**config.mk**
```make
export PLATFORM = sky130hd
export DESIGN_NAME = ahb_sys_timer
export DESIGN_NICKNAME = d
export VERILOG_FILES = /design/src/rtl/ahb_timer_pkg.sv /design/src/rtl/ahb_sys_timer_prescaler.sv /design/src/rtl/ahb_sys_timer.sv
export SDC_FILE = /design/constraint.sdc
export NUM_CORES = 1
export LEC_CHECK = 0
export CAP_MARGIN = 20
export CORE_UTILIZATION = 25
export CTS_BUF_LIST = sky130_fd_sc_hd__clkbuf_2 sky130_fd_sc_hd__clkbuf_4 sky130_fd_sc_hd__clkbuf_8
export CTS_CLUSTER_SIZE = 25
export DETAILED_ROUTE_END_ITERATION = 6
export HOLD_SLACK_MARGIN = 0.05
export PLACE_DENSITY = 0.49
export SYNTH_ARGS = -nofsm -noshare
export SYNTH_HDL_FRONTEND = slang
export SYNTH_SLANG_ARGS = --single-unit
```
**constraint.sdc**
```tcl
create_clock -name HCLK -period 3.1 [get_ports HCLK]
set_input_delay 0.62 -clock HCLK [delete_from_list [all_inputs] [get_ports HCLK]]
set_output_delay 0.62 -clock HCLK [all_outputs]
set_load 0.005 [all_outputs]
```
**src/rtl/ahb_timer_pkg.sv**
```systemverilog
// Shared definitions for the AHB-Lite system timer.
// Contents: register word offsets, CTRL bit positions, and the two
// run-state encodings (IDLE/RUN) that the EN bit represents.
package ahb_timer_pkg;

    // Register word offsets (HADDR[4:2])
    localparam logic [2:0] TMR_CTRL   = 3'd0;
    localparam logic [2:0] TMR_LOAD   = 3'd1;
    localparam logic [2:0] TMR_COUNT  = 3'd2;
    localparam logic [2:0] TMR_STATUS = 3'd3;
    localparam logic [2:0] TMR_UPTIME = 3'd4;

    // CTRL bit positions
    localparam int CTRL_EN     = 0;
    localparam int CTRL_AUTO   = 1;
    localparam int CTRL_IRQEN  = 2;
    localparam int CTRL_PS_LSB = 8;

    // Run state: the timer is either idle (EN=0) or running (EN=1)
    localparam logic ST_IDLE = 1'b0;
    localparam logic ST_RUN  = 1'b1;

endpackage

```
**src/rtl/ahb_sys_timer_prescaler.sv**
```systemverilog
// Prescaler for the system timer.
// Counts pcnt from 0 up to ps while enabled and raises tick on the cycle
// where pcnt == ps; pcnt then restarts from 0.
// Ports:
//   clk_i    bus clock
//   rst_ni   asynchronous active-low reset
//   en_i     timer running; pcnt is held at 0 while low
//   clear_i  force pcnt back to 0 at the next edge
//   ps_i     prescale divisor minus one (0 = tick every cycle)
//   tick_o   one-cycle count strobe
module timer_prescaler #(
    parameter int PS_WIDTH = 8
) (
    input  logic                clk_i,
    input  logic                rst_ni,
    input  logic                en_i,
    input  logic                clear_i,
    input  logic [PS_WIDTH-1:0] ps_i,
    output logic                tick_o
);

    logic [PS_WIDTH-1:0] pcnt_q, pcnt_d;

    assign tick_o = en_i && (pcnt_q == ps_i);

    always_comb begin
        pcnt_d = pcnt_q + 1'b1;
        if (!en_i || clear_i || tick_o) begin
            pcnt_d = '0;
        end
    end

    always_ff @(posedge clk_i or negedge rst_ni) begin
        if (!rst_ni) begin
            pcnt_q <= '0;
        end else begin
            pcnt_q <= pcnt_d;
        end
    end

endmodule

```
**src/rtl/ahb_sys_timer.sv**
```systemverilog
// AHB-Lite system timer peripheral.
// 32-bit down-counter with prescaler, reload value, one-shot/periodic mode,
// sticky MATCH flag with interrupt, and a free-running 32-bit uptime counter.
// Bus handshake: the slave has no wait states. A write takes effect at the
// rising edge of any cycle where HSEL & HWRITE are high (address, write and
// select are already data-phase aligned); a read is the combinational
// HRDATA for the current HADDR, qualified externally by the bus mux.
// Ports:
//   HCLK, HRESETn   clock, asynchronous active-low reset
//   HSEL            slave select (data phase)
//   HADDR[2:0]      word offset (data phase)
//   HWRITE          write strobe (data phase)
//   HWDATA[31:0]    write data
//   HRDATA[31:0]    read data for HADDR
//   irq             STATUS.MATCH & CTRL.IRQ_EN
module ahb_sys_timer
    import ahb_timer_pkg::*;
#(
    parameter int PS_WIDTH = 8
) (
    input  logic        HCLK,
    input  logic        HRESETn,
    input  logic        HSEL,
    input  logic [2:0]  HADDR,
    input  logic        HWRITE,
    input  logic [31:0] HWDATA,
    output logic [31:0] HRDATA,
    output logic        irq
);

    logic                en_q, en_d;
    logic                auto_q, auto_d;
    logic                irq_en_q, irq_en_d;
    logic [PS_WIDTH-1:0] ps_q, ps_d;
    logic [31:0]         load_q, load_d;
    logic [31:0]         count_q, count_d;
    logic                match_q, match_d;
    logic [31:0]         uptime_q, uptime_d;

    logic bus_wr, ctrl_wr, load_wr, count_wr, status_wr;
    logic tick, expire, pcnt_clear;
    logic run_state;

    assign bus_wr    = HSEL && HWRITE;
    assign ctrl_wr   = bus_wr && (HADDR == TMR_CTRL);
    assign load_wr   = bus_wr && (HADDR == TMR_LOAD);
    assign count_wr  = bus_wr && (HADDR == TMR_COUNT);
    assign status_wr = bus_wr && (HADDR == TMR_STATUS);

    assign run_state = en_q ? ST_RUN : ST_IDLE;

    // A fresh enable starts a full prescale period; a COUNT write also
    // restarts the period so the written value gets a whole tick interval.
    assign pcnt_clear = (ctrl_wr && HWDATA[CTRL_EN] && (run_state == ST_IDLE))
                      || count_wr;

    timer_prescaler #(
        .PS_WIDTH (PS_WIDTH)
    ) u_prescaler (
        .clk_i   (HCLK),
        .rst_ni  (HRESETn),
        .en_i    (run_state == ST_RUN),
        .clear_i (pcnt_clear),
        .ps_i    (ps_q),
        .tick_o  (tick)
    );

    assign expire = tick && (count_q == 32'd0);

    always_comb begin
        en_d     = en_q;
        auto_d   = auto_q;
        irq_en_d = irq_en_q;
        ps_d     = ps_q;
        load_d   = load_q;
        count_d  = count_q;
        match_d  = match_q;
        uptime_d = uptime_q + 32'd1;

        // Counting first; bus writes below override it where they collide.
        if (tick) begin
            if (count_q != 32'd0) begin
                count_d = count_q - 32'd1;
            end else begin
                match_d = 1'b1;
                if (auto_q) begin
                    count_d = load_q;
                end else begin
                    en_d = 1'b0;
                end
            end
        end

        if (ctrl_wr) begin
            en_d     = HWDATA[CTRL_EN];
            auto_d   = HWDATA[CTRL_AUTO];
            irq_en_d = HWDATA[CTRL_IRQEN];
            ps_d     = HWDATA[CTRL_PS_LSB +: PS_WIDTH];
        end
        if (load_wr) begin
            load_d = HWDATA;
        end
        if (count_wr) begin
            count_d = HWDATA;
        end
        // An expiry in the same cycle keeps MATCH set.
        if (status_wr && HWDATA[0] && !expire) begin
            match_d = 1'b0;
        end
    end

    always_ff @(posedge HCLK or negedge HRESETn) begin
        if (!HRESETn) begin
            en_q     <= 1'b0;
            auto_q   <= 1'b0;
            irq_en_q <= 1'b0;
            ps_q     <= '0;
            load_q   <= '0;
            count_q  <= '0;
            match_q  <= 1'b0;
            uptime_q <= '0;
        end else begin
            en_q     <= en_d;
            auto_q   <= auto_d;
            irq_en_q <= irq_en_d;
            ps_q     <= ps_d;
            load_q   <= load_d;
            count_q  <= count_d;
            match_q  <= match_d;
            uptime_q <= uptime_d;
        end
    end

    always_comb begin
        HRDATA = '0;
        case (HADDR)
            TMR_CTRL: begin
                HRDATA[CTRL_EN]                     = en_q;
                HRDATA[CTRL_AUTO]                   = auto_q;
                HRDATA[CTRL_IRQEN]                  = irq_en_q;
                HRDATA[CTRL_PS_LSB +: PS_WIDTH]     = ps_q;
            end
            TMR_LOAD:   HRDATA = load_q;
            TMR_COUNT:  HRDATA = count_q;
            TMR_STATUS: HRDATA[0] = match_q;
            TMR_UPTIME: HRDATA = uptime_q;
            default:    HRDATA = '0;
        endcase
    end

    assign irq = match_q && irq_en_q;

endmodule

```
; Word-level counts from Yosys, hierarchy flattened
; Index checks and enable logic that the tools add are counted.
; Widths: inputs -> output; s select.
[classes]
add_sub_neg = 3
multipliers = 0
n_div = 0
n_lt_le_gt_ge = 0
eq_ne = 8
n_shift = 0
mux = 18
bitwise_logic = 1
reduce_logical = 27
[op_table]
columns = cell, n
row1 = $mux 32, 4
row2 = $pmux 16 s3, 1
row3 = $add 32x1->32 const B, 1
row4 = $logic_not 32->1, 1
row5 = $pmux 8 s4, 1
row6 = $reduce_bool 32->1, 1
row7 = $sub 32x1->32 const B, 1
row8 = $pmux 5 s3, 1
row9 = $logic_and 1x1->1, 12
row10 = $add 8x1->8 const B, 1
row11 = $eq 8x8->1, 1
row12 = $mux 1, 8
row13 = $mux 8, 1
row14 = $pmux 2 s4, 1
row15 = $eq 3x2->1 const B, 2
row16 = $reduce_bool 2->1, 3
row17 = $pmux 1 s5, 1
row18 = $ne 2x1->1 const B, 2
row19 = $reduce_and 2->1, 2
row20 = $eq 3x1->1 const B, 1
row21 = $eq 3x3->1 const B, 1
row22 = $logic_not 3->1, 1
row23 = $logic_or 1x1->1, 3
row24 = $reduce_and 3->1, 1
row25 = 4 further kinds, 5
[totals]
ff_bits = 116
latchBits = 0
ram_bits = 0
romBits = 0
inputBits = 39
out_inout_bits = 33
wordCells = 66
memories = 0

; Depth between registers and ports, before layout
[depth]
ltp_word = 8
ltp_mapped = 10
mapped_depth_nobuf = 8

; Modules after synthesis
; A second synthesis with hierarchy kept.
[hier_totals]
cells_unflattened = 711
area_unflattened_um2 = 6819.0
[by_module_without_submodules]
columns = module, n_inst, cells_per_inst, area_each_um2, seq_area_each_um2
row1 = ahb_sys_timer, 1, 664, 6298.5, 2702.6
row2 = timer_prescaler, 1, 47, 520.5, 200.2

; Least setup slack after synthesis
; No wires, ideal clock.
[synth_timing]
path_type = flip-flop to flip-flop
from = reg count_q[16]
to = reg count_q[13]
setup_time_ns = 0.123
t_arrival_ns = 2.621
required_ns = 2.977
path_slack_ns = 0.356
stages_incl_launch_ff = 10
path_buffers = 3
synth_period_minus_slack_ns = 2.744
path_cell_list = dfrtp_1 or4_1 buf_2 or4_4 buf_6 or2_4 buf_6 or3_1 a21oi_1 a21oi_1
[synth_via]
elab_chain_len = 4
word_cells_on_any_way = 6
cone_classes = mux: 3 / reduce/logical: 3
[synth_lines]
columns = element, line_no
row1 = from (decl), ahb_sys_timer.sv:36  ; logic [31:0] count_q, count_d;
row2 = from (signal assigned), ahb_sys_timer.sv:128  ; count_q <= count_d;
row3 = $reduce_bool 32->1 (*), ahb_sys_timer.sv:82  ; if (count_q != 32'd0) begin
row4 = $mux 32, ahb_sys_timer.sv:82
row5 = $mux 32, ahb_sys_timer.sv:81  ; if (tick) begin
row6 = $mux 32, ahb_sys_timer.sv:103  ; if (count_wr) begin
; Mark *: on every way between the ends. The rest lies on a longest branch, timed or not. The select of a mux whose other input is x is not followed.
; A chain may end at the register's enable or synchronous reset.

; Worst setup path in the final report
[layout_timing]
from = in HADDR[2]
to = out HRDATA[0]
[layout_via]
elab_chain_len = 2
word_cells_on_any_way = 6
cone_classes = eq/ne: 4 / mux: 1 / reduce/logical: 1
[layout_lines]
columns = element, line_no
row1 = from (decl), ahb_sys_timer.sv:24  ; input logic [2:0] HADDR,
row2 = $eq 3x3->1 (tied with other cells), ahb_sys_timer.sv:136  ; case (HADDR)
row3 = $pmux 1 s5 (*), ahb_sys_timer.sv:136
row4 = to (decl), ahb_sys_timer.sv:27  ; output logic [31:0] HRDATA,
; Mark *: on every way between the ends. The rest lies on a longest branch, timed or not.

==> run summary <==
The synthesized area came out at 6910 um^2. Counting every net in the synthesized netlist gives 814. The DRC violation count after routing is 0. The routed design has 25000 um of wire. The via count came out at 6408. The post-route cell area is 8950 um^2. The initial antenna violation count came out at 1. The count of nets after finishing is 923.

The via count normalized by instance count is 5.19. In this run the vertical extent of the chip is 168 um. The internal portion of the total power is 3.50 mW. The share of power burned in combinational logic came out at 0.288. The number of hold buffers added after cts came out at 0.

The count of distinct cell types in the synthesized netlist came out at 64. The number of detailed-route iterations in the first pass came out at 5. By area the synthesized netlist is led by dfrtp_1 (42%), mux2_2 (7.0%), o21ai_0 (5.0%). The end of the worst register-to-register path is count_q[10]. The count of final setup violators came out at 0. In this run the worst path has a maximum fanout of 4. The number of endpoints with negative hold slack in the final report is 0. 0 antenna diodes ended up in the layout. The element type at the critical path end is a primary output. In this run the worst hold path is classified as primary input to asynchronous set/reset pin. The clock tree skew after final layout is 0.0138 ns. The measured slew at the worst slew-check pin came out at 0.564 ns. The count of input and output buffers is 71. In this run the mean area of a mapped cell was 8.97 um^2. The routed wire length per instance is 20.3 um. Compared with the post-synthesis result, the final layout area differs by 29.5%.

Counting I/O delays and the setup requirement, the final critical path takes 3.04 ns. The sequential share of power is 0.400. The global router's overall resource usage came out at 0.181. The leftover overflow at the end of global routing is 0.

The final worst-path setup slack came out at 0.0637 ns. The total power divided by cell area came out at 598 nW/um^2. The sequential element share of the synthesized area came out at 0.420.

The warning count from the yosys run is 0. The share of Yosys cell area claimed by the top area cell type is 0.420. dfrtp_1 takes more of the synthesized area than any other cell. The share of the core filled with cells in the final layout is 0.331. The number of H-tree branching levels is 4.

The clock insertion delay at the later pin of the skew report came out at 0.45 ns. The max-capacitance violation count came out at 0. The depth of the worst register-to-register path is 6.

The via count of the first global-routing pass is 6276. TritonCTS built the clock tree. The reported leakage power is 3.72 nW. The half-perimeter wire length of the detailed placement result came out at 18600 um. The congestion estimate from routability-driven global placement came to 0.907. The power spent charging and discharging nets came out at 1.85 mW. Static timing analysis puts the maximum clock frequency at 329 MHz. The placed cell count is 1198. In the final layout, the share of cells above drive strength 1 is 0.188.

No sink is reached through more buffers than the 2 on the longest clock path. The cell sitting at the root of the clock tree is a clkbuf_8. The slack of the worst reg-to-reg path came out at 0.23 ns. The TritonCTS buffer count came out at 17.

The final instance count without filler cells is 1234. The register clock-pin slew on the reported worst setup and hold paths came out at 0.08 ns. The first-pass GRT wire length is 38700 um. The count of nets left with antenna violations once routing finished came out at 0.

The number of standard-cell rows in the floorplan came out at 60. The worst setup path is launched from a primary input. Of the total power, the share spent switching nets is 0.346.

The total number of clock tree sinks came out at 116. The worst hold margin came out at 0.120 ns. The cell area after placement is 8410 um^2. Of all flip-flops after synthesis, the portion carrying an async set or reset was 1.00. The most used flip-flop cell after synthesis is dfrtp_1. The final-report max-slew violation count was 0.

The maximum ir drop on the vdd rail is 0.000262 V. STA puts the critical path data required time at 2.48 ns. The synthesis-stage register bit count came out at 116. At the placement stage, the worst setup path has a slack of -0.205 ns. The floorplan die area came out at 28300 um^2.

The worst slew slack as a fraction of its limit came out at 0.622. The effective utilization at floorplan came out at 0.256. The worst setup path is of the primary input to primary output kind.

The startpoint identified for the worst register-to-register timing path is count_q[16]. Dividing the final minimum period by the clock period gives 0.979. The run finished with clean final reports. The number of enable flip-flop cells after synthesis came out at 0. The maximum number of pins on one net before global-route repair came out at 85.

The detailed router finished its first iteration with 542 violations. The completed layout was analyzed and its total power is 5.35 mW. The worst path arrival time is 2.42 ns. The post-synthesis cell count is 771. The overall die width came out at 168 um. In this run the standard cell core region covers 27000 um^2.

The sum of negative setup slack came out at 0 ns. For this design the top-level I/O count stands at 72. The clock network fraction of design power came out at 0.312.
==> state kept, by name, indices dropped and copies added (netlist names) <==
register,flops
en_q,1
match_q,1
uptime_q,32
count_q,32
load_q,32
irq_en_q,1
ps_q,8
auto_q,1
u_prescaler.pcnt_q,8
==> worst max-delay path by stage <==
| stage | startpoint | end | slack (ns) | depth (start not counted) |
|---|---|---|---|---|
| CTS | HADDR[0] | HRDATA[3] | 0.0007 | 6 |
| finish | HADDR[2] | HRDATA[0] | 0.06 | 5 |
| global placement | HADDR[1] | HRDATA[28] | -0.17 | 7 |
| detailed placement | HADDR[1] | HRDATA[28] | -0.21 | 7 |
| floorplan | count_q[16] | count_q[13] | 0.36 | 9 |
| global route | HADDR[2] | HRDATA[16] | -0.005 | 8 |
==> worst max-delay path: stages <==
cell and delay (ns):
clkdlybuf4s50_1 0.55, inv_1 0.11, buf_4 0.17, o41ai_2 0.39, clkdlybuf4s50_1 0.56
==> cells in the mapped netlist (5+ instances only) <==
library cell,count
dfrtp_1,116
nand2_1,83
o21ai_0,69
nor2_1,64
clkbuf_1,47
mux2_2,43
nand3_1,36
xor2_1,29
nor3_1,27
a21oi_1,26
xnor2_1,26
a22oi_1,21
a211oi_1,16
mux2i_1,15
nand4_1,15
and3_1,13
nor4_1,13
or3_1,13
inv_1,12
and2_1,6
o22ai_1,6
or4_1,5
==> power by group through the flow <==
stage / Clock [mW] / Sequential (mW) / Combinational [mW]
final: 1.67 / 2.14 / 1.54
after global routing: 1.78 / 2.18 / 1.68
after CTS: 1.70 / 2.13 / 1.52
after detailed placement: 0 / 2.16 / 1.51
after global placement: 0 / 2.18 / 1.50
after floorplan: 0 / 2.01 / 0.887
==> cells in the final DEF, fill, tap and decap left out, drive strengths merged, types with 16 or more instances in the layout <==
cell type / Yosys / layout
nor3: 28 / 28
buf: 7 / 73
o21ai: 71 / 71
clkbuf: 47 / 20
xnor2: 26 / 26
nand3: 36 / 36
xor2: 29 / 29
a22oi: 21 / 21
dfrtp: 116 / 116
a21oi: 26 / 26
nor2: 64 / 64
clkdlybuf4s50: 0 / 64
nand2: 83 / 83
mux2: 43 / 43
a211oi: 16 / 16
==> final cells by class <==
type | instances | area (um^2)
sequential | 116 | 2900
tap | 341 | 427
clock inverter | 13 | 206
timing repair buffer | 144 | 1340
fill | 2840 | 18100
multi-input combinational | 589 | 3780
clock buffer | 19 | 255
inverter | 12 | 45.0
==> layer usage <==
metal  vias to the layer above  routed length (um)  track usage
met2                       219               11300        0.279
met4                         2                 351       0.0510
met1                      3156               11900        0.252
met5                         -                  12            0
li1                       3005                   -            -
met3                        26                1490       0.0411
==> kinds of logic after synthesis <==
family,count (synthesis),share of synthesized area
buf+inv,66,0.0387
xor+xnor,55,0.0697
flops,116,0.420
simple gates,295,0.209
compound gates,176,0.160
fa+ha+maj,4,0.00724
mux,59,0.0950
==> what timing repair did <==
item,CTS,global route
buffers inserted,0,2
pin swaps,1,2
endpoints found under the setup margin,29,29
resized for setup,13,12
gates cloned,1,1
Note: power is estimated with default switching activity, not from simulation.
